**config.mk**
```make
export PLATFORM = sky130hd
export DESIGN_NAME = hilo_muldiv_ctrl
export DESIGN_NICKNAME = d
export VERILOG_FILES = /design/src/rtl/muldiv_pkg.sv /design/src/rtl/muldiv_step.sv /design/src/rtl/hilo_muldiv_ctrl.sv
export SDC_FILE = /design/constraint.sdc
export NUM_CORES = 1
export LEC_CHECK = 0
export CELL_PAD_IN_SITES_DETAIL_PLACEMENT = 1
export CELL_PAD_IN_SITES_GLOBAL_PLACEMENT = 1
export CORE_ASPECT_RATIO = 1.5
export CORE_MARGIN = 5
export CORE_UTILIZATION = 44
export CTS_BUF_LIST = sky130_fd_sc_hd__clkbuf_4
export CTS_CLUSTER_DIAMETER = 30
export DETAILED_ROUTE_END_ITERATION = 8
export HOLD_SLACK_MARGIN = 0.02
export PLACE_DENSITY_LB_ADDON = 0.1
export SKIP_LAST_GASP = 1
export SLEW_MARGIN = 20
export SYNTH_ARGS = -nofsm -noshare
export SYNTH_HDL_FRONTEND = slang
export SYNTH_SLANG_ARGS = --single-unit
```
**constraint.sdc**
```tcl
create_clock -name clk -period 4.48 [get_ports clk]
set_input_delay 0.896 -clock clk [delete_from_list [all_inputs] [get_ports clk]]
set_output_delay 0.896 -clock clk [all_outputs]
set_load 0.02 [all_outputs]
```
**src/rtl/muldiv_pkg.sv**
```systemverilog
// Shared ALU control codes and the HI/LO sequencer state encoding.
// The ALU decoder uses the same control codes.
package muldiv_pkg;

    localparam logic [3:0] ALU_MUL  = 4'b1111;
    localparam logic [3:0] ALU_DIV  = 4'b1110;
    localparam logic [3:0] ALU_MFHI = 4'b0011;
    localparam logic [3:0] ALU_MFLO = 4'b0100;

    typedef enum logic [1:0] {
        IDLE = 2'd0,
        MUL  = 2'd1,
        DIV  = 2'd2
    } state_t;

    function automatic logic is_muldiv(input logic [3:0] c);
        return (c == ALU_MUL) || (c == ALU_DIV);
    endfunction

    function automatic logic is_mfx(input logic [3:0] c);
        return (c == ALU_MFHI) || (c == ALU_MFLO);
    endfunction

endpackage

```
**src/rtl/muldiv_step.sv**
```systemverilog
// One combinational iteration of shift-add multiply or restoring divide.
// The accumulator is {upper, lower}, and each half is WIDTH bits.
module muldiv_step
    import muldiv_pkg::*;
#(
    parameter int WIDTH = 32
) (
    input  state_t               mode,
    input  logic [2*WIDTH-1:0]   acc,
    input  logic [WIDTH-1:0]     opnd,
    output logic [2*WIDTH-1:0]   acc_next
);

    logic [WIDTH:0]   sum;
    logic [WIDTH:0]   trial;
    logic [WIDTH-1:0] diff;
    logic [WIDTH-1:0] addend;

    // Multiply: add the multiplicand on a set LSB, then shift right with carry.
    // Divide: shift the remainder left, then subtract the divisor if it fits.
    always_comb begin
        addend   = acc[0] ? opnd : '0;
        sum      = {1'b0, acc[2*WIDTH-1:WIDTH]} + {1'b0, addend};
        trial    = acc[2*WIDTH-1:WIDTH-1];
        diff     = trial[WIDTH-1:0] - opnd;
        acc_next = {sum, acc[WIDTH-1:1]};
        if (mode == DIV) begin
            if (trial >= {1'b0, opnd})
                acc_next = {diff, acc[WIDTH-2:0], 1'b1};
            else
                acc_next = {trial[WIDTH-1:0], acc[WIDTH-2:0], 1'b0};
        end
    end

endmodule

```
**src/rtl/hilo_muldiv_ctrl.sv**
```systemverilog
// HI/LO sequencer for MULT/DIV/MFHI/MFLO in the EX stage.
// Multiply and divide iterate one step per cycle and stall dependent ops.
module hilo_muldiv_ctrl
    import muldiv_pkg::*;
#(
    parameter int WIDTH = 32
) (
    input  logic             clk,
    input  logic             reset,
    input  logic             in_valid,
    input  logic [3:0]       alu_ctrl,
    input  logic [WIDTH-1:0] a,
    input  logic [WIDTH-1:0] b,
    input  logic             flush,
    output logic [WIDTH-1:0] result,
    output logic             stall,
    output logic             busy,
    output logic             done,
    output logic             div_by_zero
);

    localparam int CW = $clog2(WIDTH) + 1;

    state_t             state, state_n;
    logic [CW-1:0]      count, count_n;
    logic [2*WIDTH-1:0] acc, acc_n, step_out;
    logic [WIDTH-1:0]   rb, rb_n;
    logic [WIDTH-1:0]   hi, hi_n;
    logic [WIDTH-1:0]   lo, lo_n;
    logic               dbz_n, done_n;
    logic               start, last;

    muldiv_step #(.WIDTH(WIDTH)) u_step (
        .mode     (state),
        .acc      (acc),
        .opnd     (rb),
        .acc_next (step_out)
    );

    assign busy  = (state != IDLE);
    assign stall = in_valid && busy
                && (is_muldiv(alu_ctrl) || is_mfx(alu_ctrl));
    assign start = in_valid && !busy && is_muldiv(alu_ctrl);
    assign last  = (count == CW'(WIDTH - 1));

    // Next-state logic: flush beats completion, and a start with flush is dropped.
    always_comb begin
        state_n = state;
        count_n = count;
        acc_n   = acc;
        rb_n    = rb;
        hi_n    = hi;
        lo_n    = lo;
        dbz_n   = div_by_zero;
        done_n  = 1'b0;
        if (flush) begin
            state_n = IDLE;
            count_n = '0;
        end else begin
            unique case (state)
                IDLE: begin
                    if (start) begin
                        dbz_n   = 1'b0;
                        count_n = '0;
                        rb_n    = b;
                        acc_n   = {{WIDTH{1'b0}}, a};
                        if (alu_ctrl == ALU_DIV && b == '0) begin
                            hi_n   = a;
                            lo_n   = '1;
                            dbz_n  = 1'b1;
                            done_n = 1'b1;
                        end else if (alu_ctrl == ALU_MUL) begin
                            state_n = MUL;
                        end else begin
                            state_n = DIV;
                        end
                    end
                end
                MUL, DIV: begin
                    acc_n   = step_out;
                    count_n = count + CW'(1);
                    if (last) begin
                        state_n      = IDLE;
                        count_n      = '0;
                        {hi_n, lo_n} = step_out;
                        done_n       = 1'b1;
                    end
                end
                default: begin
                    state_n = IDLE;
                    count_n = '0;
                end
            endcase
        end
    end

    // State and datapath registers with synchronous reset.
    always_ff @(posedge clk) begin
        if (reset) begin
            state       <= IDLE;
            count       <= '0;
            acc         <= '0;
            rb          <= '0;
            hi          <= '0;
            lo          <= '0;
            div_by_zero <= 1'b0;
            done        <= 1'b0;
        end else begin
            state       <= state_n;
            count       <= count_n;
            acc         <= acc_n;
            rb          <= rb_n;
            hi          <= hi_n;
            lo          <= lo_n;
            div_by_zero <= dbz_n;
            done        <= done_n;
        end
    end

    // MFHI/MFLO read path; it returns zero while the unit is busy.
    always_comb begin
        result = '0;
        unique case (1'b1)
            in_valid && !busy && alu_ctrl == ALU_MFHI: result = hi;
            in_valid && !busy && alu_ctrl == ALU_MFLO: result = lo;
            default: ;
        endcase
    end

endmodule

```
### After elaboration in Yosys (flattened, before gate mapping)

Cells that the tools add are included.

| storage, ports and cells | value |
|---|---|
| register bits | 170 |
| word-level logic and storage cells | 71 |
| output and inout port bits | 36 |

| operators by class | value |
|---|---|
| equality and inequality tests | 11 |
| magnitude comparators | 1 |
| reduce and logical (&&, ||, !) cells | 21 |
| muxes and demuxes | 26 |
| add/subtract/negate cells | 3 |
| bitwise operators | 1 |

Operators with widths:

| kind | number |
|---|---|
| two-way mux 32 bit | 7 |
| two-way mux 64 bit | 3 |
| case mux 32 bit (2 select lines) | 3 |
| case mux 64 bit (2 select lines) | 1 |
| adder 32 x 32 -> 33 bit | 1 |
| >= comparator 33 x 32 -> 1 bit | 1 |
| logical NOT 32 bit | 1 |
| subtractor 32 bit | 1 |
| two-way mux 6 bit | 2 |
| case mux 6 bit (2 select lines) | 1 |
| AND reduction 3 bit | 3 |
| == test 4 bit, second input constant | 2 |
| two-way mux 2 bit | 4 |
| != test 2 bit, second input constant | 4 |
| logical AND 1 bit | 7 |
| adder 6 x 1 -> 6 bit, second input constant | 1 |
| == test 6 x 5 -> 1 bit, second input constant | 1 |
| AND reduction 5 bit | 1 |
| == test 4 x 2 -> 1 bit, second input constant | 1 |
| == test 4 x 3 -> 1 bit, second input constant | 1 |
| case mux 2 bit (2 select lines) | 1 |
| nonzero test 2 bit | 2 |
| OR reduction 2 bit | 2 |
| logical OR 1 bit | 3 |
| other kinds (7) | 9 |

### Longest topological paths before layout

| depth | value |
|---|---|
| word-level depth | 6 |
| gate-level depth with buffers | 15 |
| depth with buffers taken out | 13 |

### Modules after synthesis

From an unflattened synthesis, not the netlist that was laid out.

| second synthesis, totals | value |
|---|---|
| cell total of the unflattened synthesis | 1818 |
| area total of the unflattened synthesis | 13228.9 µm² |

By module, submodules not included:

| module | area an instance (µm²) | seq. area each (µm²) | times used | cells each |
|---|---|---|---|---|
| hilo_muldiv_ctrl | 8110.3 | 3403.3 | 1 | 999 |
| muldiv_step | 5118.7 | 0.0 | 1 | 819 |

### Least setup slack after synthesis

No wires, ideal clock.

| timing | value |
|---|---|
| path type | flip-flop to flip-flop |
| start point | register acc[0] |
| end point | register hi[23] |
| library setup time | 0.116 ns |
| period minus slack after synthesis | 3.150 ns |
| stages on the path, launching flop included | 14 |
| slack | 1.330 ns |
| arrival | 3.033 ns |
| cell sequence | dfxtp_1 clkbuf_1 and2_1 ha_1 fa_1 a211oi_1 o211ai_1 a2111oi_0 o21ai_0 and4_1 a21oi_1 xor2_1 a221oi_1 a31o_2 |

| on the way | value |
|---|---|
| longest elaborated chain between the ends | 5 |

Ends and longest elaborated chain:

| element | line | text |
|---|---|---|
| start: declaration | hilo_muldiv_ctrl.sv:26 | `logic [2*WIDTH-1:0] acc, acc_n, step_out;` |
| start signal: assignment | hilo_muldiv_ctrl.sv:111 | `acc <= acc_n;` |
| two-way mux 32 bit | muldiv_step.sv:22 | `addend = acc[0] ? opnd : '0;` |
| adder 32 x 32 -> 33 bit | muldiv_step.sv:23 | `sum = {1'b0, acc[2*WIDTH-1:WIDTH]} + {1'b0, addend};` |
| two-way mux 64 bit | muldiv_step.sv:27 | `if (mode == DIV) begin` |
| two-way mux 32 bit | hilo_muldiv_ctrl.sv:82 | `if (last) begin` |
| case mux 32 bit (2 select lines) | hilo_muldiv_ctrl.sv:60 | `unique case (state)` |
| end signal: assignment | hilo_muldiv_ctrl.sv:113 | `hi <= hi_n;` |
| end: declaration | hilo_muldiv_ctrl.sv:28 | `logic [WIDTH-1:0] hi, hi_n;` |

Every way passes these cells. The select of a mux whose other input is x is not followed.
A chain may end at the register's enable or synchronous reset.

### Worst setup path in the final report

| timing | value |
|---|---|
| start point | register rb[14] |
| end point | register acc[0] |

| on the way | value |
|---|---|
| longest elaborated chain between the ends | 4 |

Ends and longest elaborated chain:

| element | line | text |
|---|---|---|
| start: declaration | hilo_muldiv_ctrl.sv:27 | `logic [WIDTH-1:0] rb, rb_n;` |
| start signal: assignment | hilo_muldiv_ctrl.sv:112 | `rb <= rb_n;` |
| >= comparator 33 x 32 -> 1 bit | muldiv_step.sv:28 | `if (trial >= {1'b0, opnd})` |
| two-way mux 64 bit | muldiv_step.sv:28 |  |
| two-way mux 64 bit | muldiv_step.sv:27 |  |
| case mux 64 bit (2 select lines) | hilo_muldiv_ctrl.sv:60 |  |

Every way passes these cells.

==> out/metrics.csv <==
stage;metric;value;unit
pwr;power_frac_comb;18.0;%
floorplan;num_rows;73;
yosys;ys_warn_count;0;
pwr;p_seq_share;49.2;%
sta;holdWs;0.478;ns
placed_design;dp_cells;1929;
routing;wl_per_cell;21.9;um
clocking;clkSinkCount;170;
yosys;synthArstFlopShare;0;%
floorplan;start_util;44.3;%
routing;remaining_drc_errors;0;
global_route;antenna_found_initial;1;
yosys;synth.avg_cell_area;7.55;um^2
global_route;use_met3;3.24;%
sta;hold_viol_final;0;
global_route;grt_busiest_layer;met2;
pwr;power.static_leakage;0.00502;uW
clocking;numCtsBuffers;17;
pwr;p_sw;971;uW
critical_path;worstSetupStartpointType;flop;
floorplan;num_io_pins;108;
job;drv_cap;0;
hold_path;worstHoldPathType;reg2reg;
clocking;cts_buffer_depth;2;
global_route;grt_pass1_wl;67.1;mm
finish;nFillCells;3351;
pwr;switching_share;31.2;%
sta;slew_viol_final;0;
floorplan;die_h;210;um
sta;setup_ws;0.515;ns
yosys;synth.distinct_cells;70;
clocking;cts_root_buf;clkbuf_4;
clocking;cts-hold-fix-buffers;0;
clocking;cts_tree;built;
placed_design;place.gp.congestion;0.985;
clocking;clkTransAtPathRegs;0.16;ns
placed_design;detailed_place_hpwl;33.3;mm
sta;slew_headroom;27.7;%
routing;drtPass1Iterations;6;
yosys;yosys-top-cells-area;dfxtp_1 29%, a21oi_1 8.3%, ha_1 7.3%;
sta;period_share;88.5;%
yosys;syn_inst;1550;
routing;postRouteAntennaNets;0;
placed_design;dp_slack;0.288;ns
sta;grt_setup_unrepaired;no;
sta;skew;0.0233;ns
status;status;completed;
finish;drive_gt1_share;6.10;%
placed_design;numPortBuffers;107;
sta;max_slew.worst_pin.slew;1.09;ns
yosys;syn-cell-area;0.0117;mm^2
routing;viasPerCell;6.08;
global_route;grt_remaining_overflow;0;
sta;setup_viol;0;
pwr;intPower;2140;uW
pwr;ir_drop;169;uV
clocking;cts_resized;0;
finish;fin_nets;1753;
critical_path;path_class;reg2reg;
sta;fmax;252;MHz
global_route;grt_use_met1;34.4;%
global_route;track_usage;28.3;%
yosys;synth_top_area_cell;dfxtp_1;
finish;final_cells;1962;
routing;drtIter0Drc;577;
sta;finalSetupTns;0;ns
finish;synthToLayoutAreaGrowth;14.5;%
floorplan;die_w;143;um
global_route;globalRouteMet2Util;51.1;%
floorplan;core-area;0.0264;mm^2
global_route;first_global_vias;12152;
clocking;postCtsSetupBuffers;0;
clocking;clk_latency;0.61;ns
critical_path;required;4.96;ns
clocking;cts.htree.levels;4;
yosys;synth_top_area_share;29.1;%
yosys;synth_edf_count;0;
yosys;synth_fp_nets;1692;
routing;vias;11925;
critical_path;crit_arrival;4.45;ns
routing;finalWirelength;42.9;mm
pwr;power_density;232;mW/mm^2
pwr;power_frac_clock;32.7;%
critical_path;crit_path_end_kind;flop;
yosys;ys_ff_latch;170;
yosys;yosysSeqAreaShare;29.1;%
critical_path;crit_path_max_fanout;51;
yosys;synth_flop_cell;dfxtp_1;
global_route;grt_max_degree;62;
sta;period_minus_slack;3.96;ns
floorplan;dieArea;0.0300;mm^2
==> metrics by stage <==
| step | total power (uW) | utilization, % | instance area, um^2 |
|---|---|---|---|
| after detailed placement | 2120 | 49.5 | 13100 |
| after floorplan | 1900 | - | 11700 |
| after global placement | 2120 | 49.5 | 13100 |
| final | 3110 | 50.8 | 13400 |
| after CTS | 3140 | 50.7 | 13400 |
| after global routing | 3230 | 50.8 | 13400 |
==> cell usage after synthesis, drive strengths merged, types with 9 or more instances <==
library cell  number
a211oi            33
a21o              25
a21oi            197
a22o              39
a31oi             19
and2              35
and3              14
and4              11
buf               18
clkbuf            87
dfxtp            170
ha                68
inv               57
mux2i             47
nand2            209
nand3             24
nand4             19
nor2             105
nor3              20
nor4              14
o211ai            35
o21a              12
o21ai            118
o21bai             9
xnor2             32
xor2              20
==> area by class of cell <==
| class | instances | area, um^2 | area share, % |
|---|---|---|---|
| multi-input combinational | 1215 | 7640 | 57.0 |
| sequential | 170 | 3400 | 25.4 |
| timing repair buffer | 149 | 1390 | 10.4 |
| tap | 337 | 422 | 3.15 |
| inverter | 58 | 218 | 1.62 |
| clock inverter | 15 | 189 | 1.41 |
| clock buffer | 17 | 128 | 0.953 |
| antenna | 1 | 2.50 | 0.0187 |
==> power by group through the flow <==
stage | combinational [uW] | clock [uW] | sequential (uW)
CTS | 557 | 1050 | 1530
global route | 597 | 1100 | 1540
global placement | 553 | 0 | 1570
finish | 562 | 1020 | 1530
floorplan | 338 | 0 | 1560
detailed placement | 554 | 0 | 1570
==> flip-flops by register name, indices dropped and copies added (netlist names) <==
register / cells
acc: 64
div_by_zero: 1
rb: 32
count: 6
lo: 32
state: 2
done: 1
hi: 32
==> logic make-up (layout without fill, tap and decap cells) <==
group | after synthesis | in the layout | synth area share (%)
AOI/OAI and AO/OA | 564 | 564 | 30.5
and+or+nand+nor | 482 | 482 | 19.0
DFF | 170 | 170 | 29.1
buffers and inverters | 165 | 239 | 5.92
adders and majority gates | 70 | 70 | 7.61
xor gates and xnor gates | 52 | 52 | 3.89
muxes | 47 | 47 | 4.02
other | 0 | 1 | 0
==> final timing paths <==
path | from | endpoint | slack (ns) | cells after the start
worst min register to register | hi[16] | hi[16] | 0.48 | 2
worst max-delay path | rb[14] | acc[0] | 0.52 | 13
worst min-delay path | hi[16] | hi[16] | 0.48 | 2
worst max register to register | rb[14] | acc[0] | 0.52 | 13
==> worst max-delay path, cell delays in order, from the launching register on <==
cell	delay, ns
dfxtp_1	0.40
inv_1	0.06
ha_1	0.52
nand2_1	0.20
or4_1	0.57
a211oi_1	0.20
buf_4	0.19
or3b_1	0.29
a211oi_4	0.12
buf_12	0.21
nand2b_1	0.27
a21boi_0	0.21
o21a_1	0.19
a21oi_1	0.39
==> cells in the final DEF (no fill, tap or decap), types with 32 or more instances in the layout <==
| cell type | count |
|---|---|
| a211oi_1 | 32 |
| mux2i_1 | 47 |
| inv_1 | 56 |
| dfxtp_1 | 170 |
| clkdlybuf4s50_1 | 106 |
| a21oi_1 | 193 |
| and2_1 | 35 |
| a22o_1 | 39 |
| o211ai_1 | 35 |
| nand2_1 | 209 |
| xnor2_1 | 32 |
| o21ai_0 | 115 |
| buf_4 | 41 |
| nor2_1 | 102 |
| ha_1 | 66 |
==> metal layers <==
layer	routed length, um	part of all wire (%)
met1	18200	42
met2	22000	51
met3	1500	3.5
met4	1240	2.9
met5	0	0
(Power assumes the default switching activity.)
